### src/rtl/regfile_multiport_pkg.sv
// Shared defaults for the multiport register file and its pending-bit scoreboard.
package regfile_multiport_pkg;

  localparam int DEFAULT_DATA_W   = 32;
  localparam int DEFAULT_NUM_REGS = 32;
  localparam int DEFAULT_NUM_RD   = 2;
  localparam int CLOCK_PERIOD     = 10;

  // Width needed to hold a population count of n bits (0..n inclusive).
  function automatic int count_w(input int n);
    return $clog2(n + 1);
  endfunction

endpackage

### src/rtl/regfile_scoreboard.sv
// Pending-bit scoreboard: one bit per register, set by a lock (producer issued),
// cleared by a write-back, with a registered population count.
module regfile_scoreboard
  import regfile_multiport_pkg::*;
#(
  parameter int NUM_REGS = DEFAULT_NUM_REGS,
  parameter int NUM_RD   = DEFAULT_NUM_RD,
  parameter int ZERO_REG = 1,
  localparam int AW      = $clog2(NUM_REGS),
  localparam int CW      = count_w(NUM_REGS)
) (
  input  logic                       clk,
  input  logic                       srst,
  input  logic                       lock_en,
  input  logic [AW-1:0]              lock_addr,
  input  logic                       clr_en,
  input  logic [AW-1:0]              clr_addr,
  input  logic [NUM_RD-1:0][AW-1:0]  rd_addr,
  output logic [NUM_RD-1:0]          rd_pending,
  output logic [CW-1:0]              pending_count
);

  logic [NUM_REGS-1:0] pending_reg, pending_next;
  logic [CW-1:0]       count_reg, count_next;
  logic                lock_ok;
  logic                inc;
  logic                dec;

  // Next pending vector and count delta; a lock beats a clear on the same
  // register because the newer producer still owes a result.
  always_comb begin
    lock_ok      = lock_en && !((ZERO_REG != 0) && (lock_addr == '0));
    inc          = lock_ok && !pending_reg[lock_addr];
    dec          = clr_en && pending_reg[clr_addr] &&
                   !(lock_ok && (lock_addr == clr_addr));
    pending_next = pending_reg;
    if (clr_en)  pending_next[clr_addr]  = 1'b0;
    if (lock_ok) pending_next[lock_addr] = 1'b1;
    count_next   = count_reg + CW'(inc) - CW'(dec);
  end

  // Pending bits and count update together so the count always equals the population.
  always_ff @(posedge clk) begin
    if (srst) begin
      pending_reg <= '0;
      count_reg   <= '0;
    end else begin
      pending_reg <= pending_next;
      count_reg   <= count_next;
    end
  end

  genvar gi;
  generate
    for (gi = 0; gi < NUM_RD; gi++) begin : g_lookup
      assign rd_pending[gi] = pending_reg[rd_addr[gi]];
    end
  endgenerate

  assign pending_count = count_reg;

endmodule

### src/rtl/regfile_multiport.sv
// Multi-read, single-write register file with optional hardwired x0,
// optional write-to-read forwarding and a pending-producer scoreboard.
module regfile_multiport
  import regfile_multiport_pkg::*;
#(
  parameter int DATA_W   = DEFAULT_DATA_W,
  parameter int NUM_REGS = DEFAULT_NUM_REGS,
  parameter int NUM_RD   = DEFAULT_NUM_RD,
  parameter int ZERO_REG = 1,
  parameter int BYPASS   = 1,
  localparam int AW      = $clog2(NUM_REGS),
  localparam int CW      = count_w(NUM_REGS)
) (
  input  logic                          CLK,
  input  logic                          RST,
  input  logic                          REG_W_En,
  input  logic [AW-1:0]                 REG_W_Addr,
  input  logic [DATA_W-1:0]             REG_W_Data,
  input  logic [NUM_RD-1:0][AW-1:0]     REG_R_Addr,
  output logic [NUM_RD-1:0][DATA_W-1:0] REG_R_Data,
  input  logic                          REG_Lock_En,
  input  logic [AW-1:0]                 REG_Lock_Addr,
  output logic [NUM_RD-1:0]             REG_R_Pending,
  output logic [CW-1:0]                 REG_Pending_Count
);

  logic [DATA_W-1:0] regs_reg [NUM_REGS];
  logic [NUM_RD-1:0] sb_pending;
  logic              w_live;

  // A write to a hardwired x0 is dropped entirely, so it can neither store nor forward.
  assign w_live = REG_W_En && !((ZERO_REG != 0) && (REG_W_Addr == '0));

  // Register storage: cleared by reset, otherwise a single write port.
  always_ff @(posedge CLK) begin
    if (RST) begin
      for (int i = 0; i < NUM_REGS; i++) regs_reg[i] <= '0;
    end else if (w_live) begin
      regs_reg[REG_W_Addr] <= REG_W_Data;
    end
  end

  regfile_scoreboard #(
    .NUM_REGS (NUM_REGS),
    .NUM_RD   (NUM_RD),
    .ZERO_REG (ZERO_REG)
  ) u_scoreboard (
    .clk           (CLK),
    .srst          (RST),
    .lock_en       (REG_Lock_En),
    .lock_addr     (REG_Lock_Addr),
    .clr_en        (REG_W_En),
    .clr_addr      (REG_W_Addr),
    .rd_addr       (REG_R_Addr),
    .rd_pending    (sb_pending),
    .pending_count (REG_Pending_Count)
  );

  genvar gi;
  generate
    for (gi = 0; gi < NUM_RD; gi++) begin : g_rd
      logic              zero_hit;
      logic              byp_hit;
      logic [DATA_W-1:0] rd_val;

      // Read mux: hardwired zero first, then forwarded write data, then storage.
      always_comb begin
        zero_hit = (ZERO_REG != 0) && (REG_R_Addr[gi] == '0);
        byp_hit  = (BYPASS != 0) && w_live && (REG_W_Addr == REG_R_Addr[gi]);
        if (zero_hit)     rd_val = '0;
        else if (byp_hit) rd_val = REG_W_Data;
        else              rd_val = regs_reg[REG_R_Addr[gi]];
      end

      assign REG_R_Data[gi]    = rd_val;
      // A forwarded result is by definition no longer pending.
      assign REG_R_Pending[gi] = sb_pending[gi] && !byp_hit;
    end
  endgenerate

endmodule

### config.mk
export PLATFORM = sky130hd
export DESIGN_NAME = regfile_multiport
export DESIGN_NICKNAME = d
export VERILOG_FILES = /design/src/rtl/regfile_multiport_pkg.sv /design/src/rtl/regfile_scoreboard.sv /design/src/rtl/regfile_multiport.sv
export SDC_FILE = /design/constraint.sdc
export NUM_CORES = 2
export LEC_CHECK = 0
export ABC_CLOCK_PERIOD_IN_PS = 7100
export CELL_PAD_IN_SITES_DETAIL_PLACEMENT = 0
export CELL_PAD_IN_SITES_GLOBAL_PLACEMENT = 2
export CORE_MARGIN = 8
export CORE_UTILIZATION = 42
export DETAILED_ROUTE_END_ITERATION = 10
export DONT_BUFFER_PORTS = 1
export PLACE_DENSITY = 0.71
export SKIP_CTS_REPAIR_TIMING = 1
export SYNTH_ARGS = -nofsm -noshare
export SYNTH_HDL_FRONTEND = slang
export SYNTH_SLANG_ARGS = --single-unit
### constraint.sdc
create_clock -name CLK -period 7.1 [get_ports CLK]
set_clock_uncertainty 0.1 [all_clocks]
set_input_delay 0.355 -clock CLK [delete_from_list [all_inputs] [get_ports CLK]]
set_output_delay 0.355 -clock CLK [all_outputs]
set_load 0.02 [all_outputs]
## After elaboration in Yosys (flattened, before gate mapping)

Memory sizes are Yosys's and may differ from the RTL's.
Cells that the tools add are included.
Widths: inputs -> output; s select.

- Input port bits: 56
- Memories kept: 1
- Register bits after elaboration: 38
- Memory bits (writable): 1,024

- $lt $le $gt $ge: 6
- Equality and inequality tests: 3
- Add/subtract/negate cells: 2
- Mux-type cells: 26
- Bitwise logic cells: 3
- Reductions and logical operators: 23

Memory list:

| memory | words | width | rd ports | clocked after Yosys merged registers in | wr ports | line | text |
|---|---|---|---|---|---|---|---|
| regs_reg | 32 | 32 | 2 | 0 | 32 | regfile_multiport.sv:27 | `logic [DATA_W-1:0] regs_reg [NUM_REGS];` |

Operators by type and width:

| cell | number |
|---|---|
| $mux 32 | 7 |
| $and 32x32->32 | 1 |
| $not 32->32 | 1 |
| $or 32x32->32 | 1 |
| $reduce_or 32->1 | 1 |
| $lt 5x6->1 const B | 4 |
| $bmux 1 s5 | 4 |
| $logic_not 5->1 | 4 |
| $eq 5x5->1 | 3 |
| $logic_and 1x1->1 | 12 |
| $mux 1 | 12 |
| $demux 1 s5 | 2 |
| $ge 5x1->1 const B | 2 |
| $add 6x1->6 | 1 |
| $logic_not 1->1 | 6 |
| $sub 6x1->6 | 1 |
| $mux 5 | 1 |

## Depth between registers and ports, before layout

- Depth after elaboration: 9
- Mapped depth: 17
- Gate-level depth less buffers: 15

## Cells and area by module

A second synthesis with hierarchy kept.

- Cells, all modules: 4,148
- Area total of the unflattened synthesis: 58,109.5 µm²

By module, submodules not included:

| module | cells an instance | area each (µm²) | times used |
|---|---|---|---|
| regfile_multiport | 3,826 | 55,181.7 | 1 |
| regfile_scoreboard | 322 | 2,927.8 | 1 |

## Least setup slack after synthesis

Ideal clock, no wire load.

- Kind: input -> register
- Start point: input port REG_W_Addr[0]
- End point: register u_scoreboard.count_reg[5] (netlist: u_scoreboard.pending_count[5])
- Arrival time: 3.182 ns
- Stages: 15
- Library setup time: 0.121 ns
- Data required time: 6.879 ns
- Buffers on the path: 2
- Slack: 3.697 ns
- Cell sequence: buf_2 -> buf_2 -> mux4_2 -> inv_1 -> o22ai_1 -> nor4_1 -> nor2_1 -> ha_1 -> inv_1 -> ha_1 -> a21o_1 -> a21oi_1 -> o21bai_1 -> a21oi_1 -> mux2_2

- Longest elaborated chain between the ends: 5

RTL lines:

| what | line | text |
|---|---|---|
| start: declaration | regfile_multiport.sv:17 | `input logic [AW-1:0] REG_W_Addr,` |
| $bmux 1 s5 or $eq 5x5->1 (tied branches) | regfile_scoreboard.sv:34, regfile_scoreboard.sv:35 |  |
| $mux 1 (not written as such) or $logic_and 1x1->1 (tied branches) | regfile_scoreboard.sv:34, regfile_scoreboard.sv:35 |  |
| $logic_and 1x1->1 or $logic_not 1->1 (tied branches) | regfile_scoreboard.sv:34, regfile_scoreboard.sv:35 |  |
| $logic_and 1x1->1 (*) | regfile_scoreboard.sv:34 | `dec = clr_en && pending_reg[clr_addr] &&` |
| $sub 6x1->6 (*) | regfile_scoreboard.sv:39 | `count_next = count_reg + CW'(inc) - CW'(dec);` |
| end signal: assignment | regfile_scoreboard.sv:49 | `count_reg <= count_next;` |
| end: declaration | regfile_scoreboard.sv:24 | `logic [CW-1:0] count_reg, count_next;` |

Mark *: on every way between the ends. The rest lies on a longest branch, timed or not. The select of a mux whose other input is x is not followed.
A chain may end at the register's enable or synchronous reset.

==> summary.md <==
| Metric | Value |
|---|---|
| Num rows | `about 140` |
| VDD IR max | `around 0.00019 V` |
| Post-synth EDFFs | `between 1,000 and 1,500` |
| CP Max Fanout | `310` |
| Die Height | `between 300 and 400 um` |
| Initial antenna violation count | `19` |
| Fillcell total | `12,078` |
| YS warnings | `0` |
| Largest area contributor in the netlist | `edfxtp_1` |
| Final cell count without fillers | `6,004` |
| Drt wl/cell | `37.7 um` |
| Switch Pwr | `~4.0 mW` |
| DPL Wire Length | `~130,000 um` |
| TritonCTS clock tree | `built` |
| Overflow after GRT | `0` |
| Synth area leaders | `edfxtp_1 53%, mux4_2 17%, and2_1 11%` |
| Critical Path Start Type | `input port` |
| Post-synthesis async set-or-reset flop share | `0%` |
| Root Driver | `clkbuf_16` |
| Mean Syn Cell Area | `around 14 um2` |
| CP max stage cell | `nor4_1` |
| Flop pwr share | `between 40% and 50%` |
| Sequential cell area | `~0.032 mm2` |
| Yosys reg bits | `~1,100` |
| Slew HR | `9.04%` |
| Switching Share | `25.8%` |
| Worst-Skew Late Latency | `about 740 ps` |
| GR Util All Layers | `between 20% and 30%` |
| Clk sinks | `approximately 1,100` |
| Vias per cell | `6.43` |
| DRT Pass-1 Iters | `7` |
| Placer Congestion | `approximately 0.83` |
| Starting Density | `between 40% and 50%` |
| Crit end category | `output pin` |
| Post-Syn Instances | `about 4,200` |
| Static leakage | `between 20 and 25 nW` |
| Core ar. | `0.139 mm2` |
| Largest net degree at the start of global routing | `~310` |
| Slew @ Worst Pin | `approximately 1400 ps` |
| Max FFs per register | `~1,000` |
| Seq/Total Area, Yosys | `between 50% and 60%` |
| Final Cell Area | `0.0648 mm2` |
| Total negative setup slack | `0 ps` |
| PD cells | `~240 mW/mm2` |
| Post-route antenna net violation count | `0` |
| Number of max-cap violations | `0` |
| Worst r2r path cells | `13` |
| Register-to-register setup slack | `approximately 3700 ps` |
| Final #Nets | `between 4,000 and 5,000` |
| Hold Worst Slack | `between 50 and 60 ps` |
| Vias | `between 30,000 and 40,000` |
| Hold Path Depth | `3` |
| Top-area cell type share of the netlist area | `between 50% and 60%` |
| CTS buffer count | `roughly 120` |
| Global-route wire length before repair | `304,000 um` |
| Status | `finished, final reports clean` |
| Mapped Area | `0.0585 mm2` |
| H-tree depth | `3` |
| Tot Pwr | `15.4 mW` |
| Final setup violation count | `0` |
| Post-synthesis cell type count | `74` |
| Die area | `0.151 mm2` |
| Final hold vios | `0` |
| Internal | `between 10 and 15 mW` |
| Crit path DAT | `3780 ps` |
| Clk pin slew, worst setup/hold paths | `roughly 60 ps` |
| Fmax | `about 0.24 GHz` |
| Number of DRC markers in iteration 0 | `slightly above 5,000` |
| Critical Path RT | `approximately 6600 ps` |
| Post-placement cell area | `just under 0.06 mm2` |
| Aggregate routed wire length | `between 200,000 and 250,000 um` |
| Vias in the first global route | `~37,000` |
| RSZ-0062 raised after global routing | `no` |
| Multi-input gate area | `roughly 0.025 mm2` |
| Main synth FF type | `edfxtp_1` |
| Drt drc | `0` |
| Placed Cells | `5,669` |
| Clock buffer depth | `3` |
| Share of cells above drive strength 1 | `21.8%` |
| Worst setup path class | `input port to output pin` |
| Logic gate share of total power | `12.2%` |
| Area added between synthesis and finish | `10.8%` |
| Most frequent cells after synthesis | `1,024 x edfxtp_1, 998 x and2_1, 439 x mux4_2, 264 x clkbuf_1, 177 x mux2i_1` |
| CP max stage delay | `between 1000 and 1500 ps` |
| Tmin final | `4230 ps` |
| Port buffer count | `0` |
| Worst min path class | `input port to flop` |
| Fin crit share | `between 50 and 60%` |
| IO Count | `128` |
| Clock power frac | `between 30% and 40%` |
| Cells along the critical path | `mux4_2 -> mux2i_1 -> a211oi_1 -> nor4_1 -> nor3_1` |
| Max-slew violation count | `0` |
| Cell with the most instances after synthesis | `edfxtp_1` |
| Die W | `389 um` |
[layout make-up]
type                            count  share of cell area, %
Clock inverter                     74                   1.04
Sequential cell                  1062                   48.7
Clock buffer                      143                   4.74
Inverter                           27                  0.156
Multi-Input combinational cell   2683                   38.7
Timing Repair Buffer              196                   3.19
Antenna cell                       12                 0.0464
Tap cell                         1807                   3.49
[cell usage in the layout (no fill, tap or decap), drive strengths merged, types with 36 or more instances in the layout]
master	synthesis	layout
or2	36	36
mux2	99	99
clkbuf	264	143
dfxtp	38	38
o22ai	117	117
clkinv	2	54
edfxtp	1024	1024
nor3	67	67
and2	999	999
a21oi	64	64
nand2	88	88
nor2	146	146
mux2i	177	177
dlygate4sd3	0	74
buf	166	122
o21ai	66	66
mux4	441	441
[power groups by stage]
stage | sequential (mW) | combinational (mW) | clock (mW)
final | 7.41 | 1.88 | 6.14
after global routing | 7.44 | 1.93 | 6.41
after CTS | 7.40 | 1.68 | 6.19
after detailed placement | 7.53 | 1.67 | 0
after global placement | 7.52 | 1.68 | 0
after floorplan | 7.45 | 1.33 | 0
[metal layers]
metal	vias to the layer above	GRT usage, %	wire length [um]
met2	2079	45.3	105000
met3	386	6.69	21400
met5	-	0	9
met4	2	10.2	9460
met1	20382	38.3	89900
li1	15749	-	-
[worst paths after layout]
check / startpoint / to
setup / recovery: REG_R_Addr[5] / REG_R_Data[53]
hold reg to reg: u_scoreboard.pending_reg[0]$_SDFF_PP0_ / u_scoreboard.pending_reg[0]$_SDFF_PP0_
hold / removal: REG_Lock_Addr[0] / u_scoreboard.pending_reg[7]$_SDFF_PP0_
setup reg to reg: u_scoreboard.pending_reg[28]$_SDFF_PP0_ / u_scoreboard.pending_count[3]$_SDFF_PP0_
[critical path, delay by kind of cell]
kind / cells / cell delay, ps
compound gates: 1 / 180
mux: 2 / 1330
simple gates: 2 / 1340
[per-stage QoR]
step	utilization [%]	setup slack, ps
after CTS	45.6	3230
after global placement	42.9	3330
after detailed placement	42.9	3340
after global routing	46.6	3150
after floorplan	-	3700
final	46.6	2870
[logic make-up (layout without fill, tap and decap cells)]
family / after synthesis / in the layout / synth area share, %
AND/OR/NAND/NOR: 1472 / 1472 / 14.7
flip-flops: 1062 / 1062 / 53.9
multiplexers: 717 / 717 / 21.9
buffers and inverters: 457 / 440 / 3.92
AO/OA/AOI/OAI: 436 / 436 / 5.11
XOR/XNOR: 19 / 19 / 0.285
adder cells (fa/ha/maj): 7 / 7 / 0.163
other: 1 / 44 / 0.00642
Power figures use the tool's default switching activity.
